$ cat src/rtl/inst_fetch_pkg.sv
// Shared types and helpers for the dual-issue instruction fetch unit.
//   pc_t / inst_t    : 32-bit program-counter and instruction words
//   pair_t           : {word at addr+4, word at addr} as returned by memory
//   RESET_PC_DEFAULT : default first fetch address after reset
//   pair_base()      : 8-byte-aligned base of the pair holding a PC
package inst_fetch_pkg;

  localparam int unsigned PC_W   = 32;
  localparam int unsigned INST_W = 32;

  typedef logic [PC_W-1:0]     pc_t;
  typedef logic [INST_W-1:0]   inst_t;
  typedef logic [2*INST_W-1:0] pair_t;

  localparam pc_t RESET_PC_DEFAULT = 32'h0000_0000;

  // Address of the aligned instruction pair containing pc.
  function automatic pc_t pair_base(input pc_t pc);
    return {pc[31:3], 3'b000};
  endfunction

endpackage

$ cat src/rtl/inst_fetch_if.sv
// Bus bundle of the fetch unit: control inputs (stall, buffer full,
// branch redirect), the synchronous instruction-memory read port and the
// two-slot write side of the IF/ID instruction buffer.
//   master : the fetch unit
//   slave  : the environment (memory, buffer, pipeline control)
interface inst_fetch_if;
  import inst_fetch_pkg::*;

  logic  stop;
  logic  instbuf_full;
  logic  branch_flag;
  pc_t   branch_pc;

  logic  imem_en;
  pc_t   imem_addr;
  pair_t imem_rdata;

  logic  if1_valid;
  inst_t if1_inst;
  pc_t   if1_pc;
  pc_t   if1_npc;
  logic  if2_valid;
  inst_t if2_inst;
  pc_t   if2_pc;
  pc_t   if2_npc;

  modport master (
    input  stop, instbuf_full, branch_flag, branch_pc, imem_rdata,
    output imem_en, imem_addr,
    output if1_valid, if1_inst, if1_pc, if1_npc,
    output if2_valid, if2_inst, if2_pc, if2_npc
  );

  modport slave (
    output stop, instbuf_full, branch_flag, branch_pc, imem_rdata,
    input  imem_en, imem_addr,
    input  if1_valid, if1_inst, if1_pc, if1_npc,
    input  if2_valid, if2_inst, if2_pc, if2_npc
  );

endinterface

$ cat src/rtl/inst_fetch_align.sv
// Slot selector for the fetched pair (the inst_align stage): maps the
// pair returned by memory onto the two buffer slots and forms each
// slot's predicted next PC (pc+4, wrapping mod 2^32).
//   pair_valid : a fetched pair is present and not being squashed
//   f2_pc      : fetch address of that pair (bit 2 set => odd-word entry)
//   rdata      : {word at base+4, word at base}
//   if1_* / if2_* : slot outputs toward the instruction buffer
module inst_fetch_align
  import inst_fetch_pkg::*;
(
  input  logic  pair_valid,
  input  pc_t   f2_pc,
  input  pair_t rdata,
  output logic  if1_valid,
  output inst_t if1_inst,
  output pc_t   if1_pc,
  output pc_t   if1_npc,
  output logic  if2_valid,
  output inst_t if2_inst,
  output pc_t   if2_pc,
  output pc_t   if2_npc
);

  // Slot selection: an odd-word entry point only yields the high word.
  always_comb begin
    if1_valid = pair_valid;
    if1_pc    = f2_pc;
    if2_inst  = rdata[63:32];
    if2_pc    = pair_base(f2_pc) + 32'd4;
    if (f2_pc[2]) begin
      if1_inst  = rdata[63:32];
      if2_valid = 1'b0;
    end else begin
      if1_inst  = rdata[31:0];
      if2_valid = pair_valid;
    end
    if1_npc = if1_pc + 32'd4;
    if2_npc = if2_pc + 32'd4;
  end

endmodule

$ cat src/rtl/inst_fetch.sv
// Dual-issue instruction fetch unit. Issues an aligned 8-byte read each
// cycle it can advance, holds the returned pair until the instruction
// buffer accepts it, and squashes/redirects on a branch.
//   clk, rst : clock and asynchronous active-low reset
//   fif      : master side of inst_fetch_if (control, memory, buffer slots)
//   RESET_PC : first fetch address after reset
module inst_fetch
  import inst_fetch_pkg::*;
#(
  parameter pc_t RESET_PC = RESET_PC_DEFAULT
) (
  input  logic         clk,
  input  logic         rst,
  inst_fetch_if.master fif
);

  pc_t  fetch_pc_r;
  logic f2_valid_r;
  pc_t  f2_pc_r;

  logic advance_s;
  logic issue_s;
  logic pair_valid_s;

  // Advance control. The held pair only blocks on full when it exists;
  // the read port stays idle during reset and on a redirect cycle.
  always_comb begin
    advance_s    = !fif.stop && !(f2_valid_r && fif.instbuf_full);
    issue_s      = rst && advance_s && !fif.branch_flag;
    pair_valid_s = f2_valid_r && !fif.branch_flag;
  end

  assign fif.imem_en   = issue_s;
  assign fif.imem_addr = pair_base(fetch_pc_r);

  // Fetch PC and second-stage pair registers; branch beats any stall.
  always_ff @(posedge clk or negedge rst) begin
    if (!rst) begin
      fetch_pc_r <= RESET_PC;
      f2_valid_r <= 1'b0;
      f2_pc_r    <= 32'h0000_0000;
    end else if (fif.branch_flag) begin
      fetch_pc_r <= {fif.branch_pc[31:2], 2'b00};
      f2_valid_r <= 1'b0;
      f2_pc_r    <= f2_pc_r;
    end else if (advance_s) begin
      fetch_pc_r <= pair_base(fetch_pc_r) + 32'd8;
      f2_valid_r <= 1'b1;
      f2_pc_r    <= fetch_pc_r;
    end else begin
      fetch_pc_r <= fetch_pc_r;
      f2_valid_r <= f2_valid_r;
      f2_pc_r    <= f2_pc_r;
    end
  end

  inst_fetch_align u_align (
    .pair_valid (pair_valid_s),
    .f2_pc      (f2_pc_r),
    .rdata      (fif.imem_rdata),
    .if1_valid  (fif.if1_valid),
    .if1_inst   (fif.if1_inst),
    .if1_pc     (fif.if1_pc),
    .if1_npc    (fif.if1_npc),
    .if2_valid  (fif.if2_valid),
    .if2_inst   (fif.if2_inst),
    .if2_pc     (fif.if2_pc),
    .if2_npc    (fif.if2_npc)
  );

endmodule

$ cat src/flat_wrapper.sv
// flat-port wrapper written by rule: the top's interface ports become plain ports
module inst_fetch_flat import inst_fetch_pkg::*;
#(
  parameter pc_t RESET_PC = RESET_PC_DEFAULT
)
  (clk, rst, fif_stop, fif_instbuf_full, fif_branch_flag, fif_branch_pc, fif_imem_rdata, fif_imem_en, fif_imem_addr, fif_if1_valid, fif_if1_inst, fif_if1_pc, fif_if1_npc, fif_if2_valid, fif_if2_inst, fif_if2_pc, fif_if2_npc);
  inst_fetch_if fif_i ();
  input  logic clk;
  input  logic rst;
  input wire logic [$bits(fif_i.stop)-1:0] fif_stop;
  input wire logic [$bits(fif_i.instbuf_full)-1:0] fif_instbuf_full;
  input wire logic [$bits(fif_i.branch_flag)-1:0] fif_branch_flag;
  input wire logic [$bits(fif_i.branch_pc)-1:0] fif_branch_pc;
  input wire logic [$bits(fif_i.imem_rdata)-1:0] fif_imem_rdata;
  output wire logic [$bits(fif_i.imem_en)-1:0] fif_imem_en;
  output wire logic [$bits(fif_i.imem_addr)-1:0] fif_imem_addr;
  output wire logic [$bits(fif_i.if1_valid)-1:0] fif_if1_valid;
  output wire logic [$bits(fif_i.if1_inst)-1:0] fif_if1_inst;
  output wire logic [$bits(fif_i.if1_pc)-1:0] fif_if1_pc;
  output wire logic [$bits(fif_i.if1_npc)-1:0] fif_if1_npc;
  output wire logic [$bits(fif_i.if2_valid)-1:0] fif_if2_valid;
  output wire logic [$bits(fif_i.if2_inst)-1:0] fif_if2_inst;
  output wire logic [$bits(fif_i.if2_pc)-1:0] fif_if2_pc;
  output wire logic [$bits(fif_i.if2_npc)-1:0] fif_if2_npc;
  assign fif_i.stop = fif_stop;
  assign fif_i.instbuf_full = fif_instbuf_full;
  assign fif_i.branch_flag = fif_branch_flag;
  assign fif_i.branch_pc = fif_branch_pc;
  assign fif_i.imem_rdata = fif_imem_rdata;
  assign fif_imem_en = fif_i.imem_en;
  assign fif_imem_addr = fif_i.imem_addr;
  assign fif_if1_valid = fif_i.if1_valid;
  assign fif_if1_inst = fif_i.if1_inst;
  assign fif_if1_pc = fif_i.if1_pc;
  assign fif_if1_npc = fif_i.if1_npc;
  assign fif_if2_valid = fif_i.if2_valid;
  assign fif_if2_inst = fif_i.if2_inst;
  assign fif_if2_pc = fif_i.if2_pc;
  assign fif_if2_npc = fif_i.if2_npc;
  inst_fetch #(.RESET_PC(RESET_PC)) u_core (.clk(clk), .rst(rst), .fif(fif_i));
endmodule
$ cat config.mk
export PLATFORM = sky130hd
export DESIGN_NAME = inst_fetch_flat
export DESIGN_NICKNAME = d
export VERILOG_FILES = /design/src/rtl/inst_fetch_pkg.sv /design/src/rtl/inst_fetch_if.sv /design/src/rtl/inst_fetch_align.sv /design/src/rtl/inst_fetch.sv /design/src/flat_wrapper.sv
export SDC_FILE = /design/constraint.sdc
export NUM_CORES = 1
export LEC_CHECK = 0
export ABC_AREA = 1
export CORE_AREA = 5 5 125 127
export DETAILED_ROUTE_END_ITERATION = 8
export DIE_AREA = 0 0 130 132
export PLACE_DENSITY = 0.86
export REMOVE_ABC_BUFFERS = 1
export SETUP_SLACK_MARGIN = 0.4
export SLEW_MARGIN = 20
export SYNTH_ARGS = -nofsm -noshare
export SYNTH_HDL_FRONTEND = slang
export SYNTH_SLANG_ARGS = --single-unit
$ cat constraint.sdc
create_clock -name clk -period 5.3 [get_ports clk]
set_clock_uncertainty 0.05 [all_clocks]
set_input_delay 1.325 -clock clk [delete_from_list [all_inputs] [get_ports clk]]
set_output_delay 1.325 -clock clk [all_outputs]
set_load 0.05 [all_outputs]
Word-level counts from Yosys, hierarchy flattened
Index checks and enable logic that the tools add are counted.
{ "classes": {"addsub": 4, "muxes": 6, "n_bitwise": 1, "reduce_logical": 10} }
{ "ops": {"columns": ["op", "count"], "rows": [
  ["$add A32 B3 Y32 const B", 3],
  ["$mux W32", 3],
  ["$add A32 B4 Y32 const B", 1],
  ["$logic_and A1 B1 Y1", 5],
  ["$logic_not A1 Y1", 3],
  ["$mux W1", 3],
  ["$reduce_and A2 Y1", 1],
  ["$reduce_bool A2 Y1", 1],
  ["$not A1 Y1", 1]
]} }
{ "totals": {"ff_bits": 65, "inputBits": 101, "elab_cells": 24} }

Longest topological paths before layout
{ "logic_depth": {"depth_word": 5, "depth_mapped": 9, "depth_no_buf": 9} }

By module
From an unflattened synthesis, not the netlist that was laid out.
{ "hier_totals": {"cells_unflattened": 951, "area_unflattened_um2": 6083.3} }
{ "modules_own_cells": {"columns": ["module", "n_inst", "cells_each", "area_each_um2"], "rows": [
  ["inst_fetch", 1, 464, 3555.9],
  ["inst_fetch_align", 1, 487, 2527.4]
]} }

Worst setup path after synthesis
OpenSTA, ideal clock, no wires.
{ "synth_path": {"path_kind": "register to output", "startpoint": "register u_core.f2_pc_r[4]", "endpoint": "output fif_if1_npc[7]", "t_arrival_ps": 2944, "path_slack_ps": 981, "path_stages_with_launch": 6, "n_path_buf": 0, "path_cell_list": "dfrtp_1 -> ha_1 -> nand3_2 -> xor2_1 -> nor2_1 -> a21oi_1"} }
{ "synth_via": {"elab_chain_cells": 1} }
{ "synth_lines": {"columns": ["item", "line_no", "source"], "rows": [
  ["start: declaration", "inst_fetch.sv:19", "pc_t f2_pc_r;"],
  ["start signal: assignment", "inst_fetch.sv:45", "f2_pc_r <= f2_pc_r;"],
  ["start signal: assignment", "inst_fetch.sv:49", "f2_pc_r <= fetch_pc_r;"],
  ["start signal: assignment", "inst_fetch.sv:53", "f2_pc_r <= f2_pc_r;"],
  ["$add A32 B3 Y32", "inst_fetch_align.sv:37", "if1_npc = if1_pc + 32'd4;"],
  ["end: declaration", "flat_wrapper.sv:20", "output wire logic [$bits(fif_i.if1_npc)-1:0] fif_if1_npc;"]
]} }
No other way between the ends.

Worst setup path in the final report
{ "layout_path": {"startpoint": "input fif_branch_flag", "endpoint": "output fif_if1_valid"} }
{ "layout_via": {"elab_chain_cells": 2} }
{ "layout_lines": {"columns": ["item", "line_no", "source"], "rows": [
  ["start: declaration", "flat_wrapper.sv:12", "input wire logic [$bits(fif_i.branch_flag)-1:0] fif_branch_flag;"],
  ["$logic_not A1 Y1", "inst_fetch.sv:30", "pair_valid_s = f2_valid_r && !fif.branch_flag;"],
  ["$logic_and A1 B1 Y1", "inst_fetch.sv:30", null],
  ["end: declaration", "flat_wrapper.sv:17", "output wire logic [$bits(fif_i.if1_valid)-1:0] fif_if1_valid;"]
]} }
No other way between the ends.

==> impl_metrics.py <==
metrics = {
    "timing": {
        "relSlewSlack_pct": 46.4,
        "rsz0062_at_grt": "false",
        "fmax_mhz": 224,
        "setup_viol": 0,
        "holdWs_ns": 0.448,
        "finalHoldViolations": 0,
        "tightestPinTransition_ns": 0.803,
        "setup_slack_ns": 0.833,
        "tns_ns": 0,
        "period_needed_ns": 4.47,
        "fin_crit_sh_pct": 84.3,
        "report.final.slew_viol_count": 0,
    },
    "synthesis": {
        "synth_area_leader_cell": "dfrtp_1",
        "synthDistinctLibCells": 31,
        "synthesis.area_um2": 5580,
        "synth_top_area_share_pct": 27.4,
        "async_flop_share_pct": 100,
        "yosys-top-cells-count": "nand2_1, buf_4, nor2_1, inv_1",
        "ys_warn_count": 0,
        "synthFlopType": "dfrtp_1",
        "synth_area_per_cell_um2": 6.42,
        "yosysSeqAreaShare_pct": 27.4,
        "yosysMostFrequentCell": "nand2_1",
        "synthCells": 868,
        "synth_edf_count": 0,
        "synth_area_leaders": "dfrtp_1, nand2_1, buf_4, xor2_1, nand3_1",
        "ys_ff_latch": 61,
    },
    "global_route": {
        "grtUsageTotal_pct": 27.8,
        "antenna_found_initial": 9,
        "use_met2_pct": 47.9,
        "grt.overflow.total": 0,
        "grt_pass1_vias": 6086,
        "grt_busiest_layer": "met2",
        "grt_pass1_wl_mm": 36.1,
        "grt_max_degree": 62,
        "met3_usage_pct": 8.87,
        "use_met1_pct": 31.2,
    },
    "pwr": {
        "combPwrFrac_pct": 61.1,
        "power_switching_mw": 1.75,
        "p_clk_share_pct": 18.2,
        "ir_drop_uv": 206,
        "switching_share_pct": 52.9,
        "power.leakage_nw": 3.77,
        "p_per_area_nw_per_um2": 388,
        "pwr-share-seq_pct": 20.7,
        "p_int_mw": 1.56,
    },
    "routing": {
        "viasPerCell": 4.99,
        "drt_wl_total_mm": 24.9,
        "wl_per_cell_um": 19.5,
        "vias": 6379,
        "drt_iter0_drc": 445,
        "ant_nets": 0,
        "drc_errors": 0,
        "drt_pass1_iterations": 5,
    },
    "clock_tree": {
        "cts_tree": "built",
        "clock_path_buffers": 2,
        "postCtsHoldBufs": 0,
        "ctsRootBufferMaster": "clkbuf_16",
        "clk_pin_slew_ns": 0.05,
        "clk_latency_ns": 0.33,
        "cts.repair.resized": 0,
        "htreeDepth": 3,
        "numCtsBuffers": 9,
        "cts_sinks": 61,
        "post-cts-setup-buffer-count": 0,
    },
    "setup_path": {
        "worst_ep_arrival_time_ns": 3.09,
        "r2r_start": "u_core.f2_valid_r$_DFFE_PN0P_",
        "crit_path_max_fanout": 16,
        "crit_start": "fif_branch_flag",
        "critPathKind": "primary input to output pin",
        "endpoint_kind": "output pin",
        "start_kind": "primary input",
        "cp.required_ns": 3.92,
    },
    "die": {
        "fp.dieH_um": 132,
        "rows": 44,
        "core-area_um2": 14300,
        "start_util_pct": 39.0,
        "num_io_pins": 328,
        "die_x_um": 130,
        "fp.dieArea_um2": 17200,
    },
    "final_layout": {
        "area.growth.synth_to_final_pct": 52.6,
        "drive_gt1_share_pct": 5.51,
        "fin_nets": 1187,
    },
    "placement": {
        "dpl_worst_slack_ns": 0.822,
        "port_buffers": 312,
        "gp_congestion": 0.930,
        "place.detailed.hpwl_mm": 21.1,
    },
    "outcome": {
        "status": "complete, no violations",
    },
    "worst_hold_path": {
        "holdCritPathClass": "flip-flop to flip-flop",
        "min_from": "u_core.fetch_pc_r[2]$_DFFE_PN0P_",
    },
    "run": {
        "maxCapViolCount": 0,
    },
}
## placed cells by master (no fill, tap or decap), types with 7 or more instances in the layout
| cell | instances |
|---|---|
| a21oi_1 | 15 |
| buf_4 | 13 |
| clkbuf_16 | 9 |
| clkdlybuf4s50_1 | 304 |
| conb_1 | 13 |
| dfrtp_1 | 61 |
| diode_2 | 7 |
| inv_1 | 78 |
| nand2_1 | 292 |
| nand3_1 | 60 |
| nand3b_1 | 9 |
| nand4_1 | 12 |
| nor2_1 | 80 |
| nor2_2 | 11 |
| nor3_1 | 9 |
| o211ai_1 | 9 |
| o21ai_0 | 34 |
| xor2_1 | 39 |
## cells by family (layout without fill, tap and decap cells)
group / after synthesis / count (layout) / synth area share [%]
AOI/OAI and AO/OA: 63 / 63 / 6.28
xor gates and xnor gates: 43 / 43 / 6.89
adders and majority gates: 3 / 3 / 0.673
buffers and inverters: 208 / 417 / 21.1
DFF: 61 / 61 / 27.4
other: 2 / 20 / 0.135
and+or+nand+nor: 488 / 488 / 37.5
## worst max-delay path: stages
cell	delay (ns)
clkdlybuf4s50_1	0.72
nor2_1	0.21
clkdlybuf4s50_1	0.82
## power groups by stage
stage | clock (mW) | sequential [mW] | combinational (mW)
after floorplan | 0 | 1.05 | 0.817
after global placement | 0 | 0.686 | 2.01
after detailed placement | 0 | 0.688 | 2.02
after CTS | 0.606 | 0.681 | 2.03
after global routing | 0.628 | 0.697 | 2.10
final | 0.602 | 0.684 | 2.02
## state kept, by name, indices dropped and copies added (netlist names)
| signal | cells |
|---|---|
| u_core.fetch_pc_r | 30 |
| u_core.f2_pc_r | 30 |
| u_core.f2_valid_r | 1 |
## per-stage QoR
step | util [%] | area, µm² | std cells | power [mW]
floorplan | - | 4740 | 751 | 1.86
global placement | 57.1 | 8180 | 1256 | 2.69
detailed placement | 57.1 | 8180 | 1256 | 2.71
CTS | 59.3 | 8490 | 1272 | 3.32
global route | 59.4 | 8510 | 1279 | 3.42
finish | 59.4 | 8510 | 1279 | 3.30
## routing by layer
metal / wire length, µm / share of wire [%]
met4: 913 / 3.7
met2: 12500 / 50
met3: 2400 / 9.6
met5: 23 / 0.092
met1: 9100 / 37
## final timing paths
check,end,slack (ns),cells past startpoint
setup / recovery,fif_if1_valid,0.83,3
hold / removal,u_core.f2_pc_r[2]$_DFFE_PN0P_,0.45,2
setup reg to reg,u_core.fetch_pc_r[19]$_DFFE_PN0P_,3.23,9
hold reg to reg,u_core.f2_pc_r[2]$_DFFE_PN0P_,0.45,2
max in group asynchronous,u_core.f2_pc_r[11]$_DFFE_PN0P_,3.48,2
min in group asynchronous,u_core.fetch_pc_r[22]$_DFFE_PN0P_,1.17,2
## layout make-up
type	count	area, µm²
fill	1333	5800
multi-input combinational	610	2920
antenna	7	17.5
inverter	80	300
sequential	61	1530
tap	184	230
clock inverter	3	42.5
clock buffer	13	270
timing repair buffer	321	3210
(Power assumes the default switching activity.)
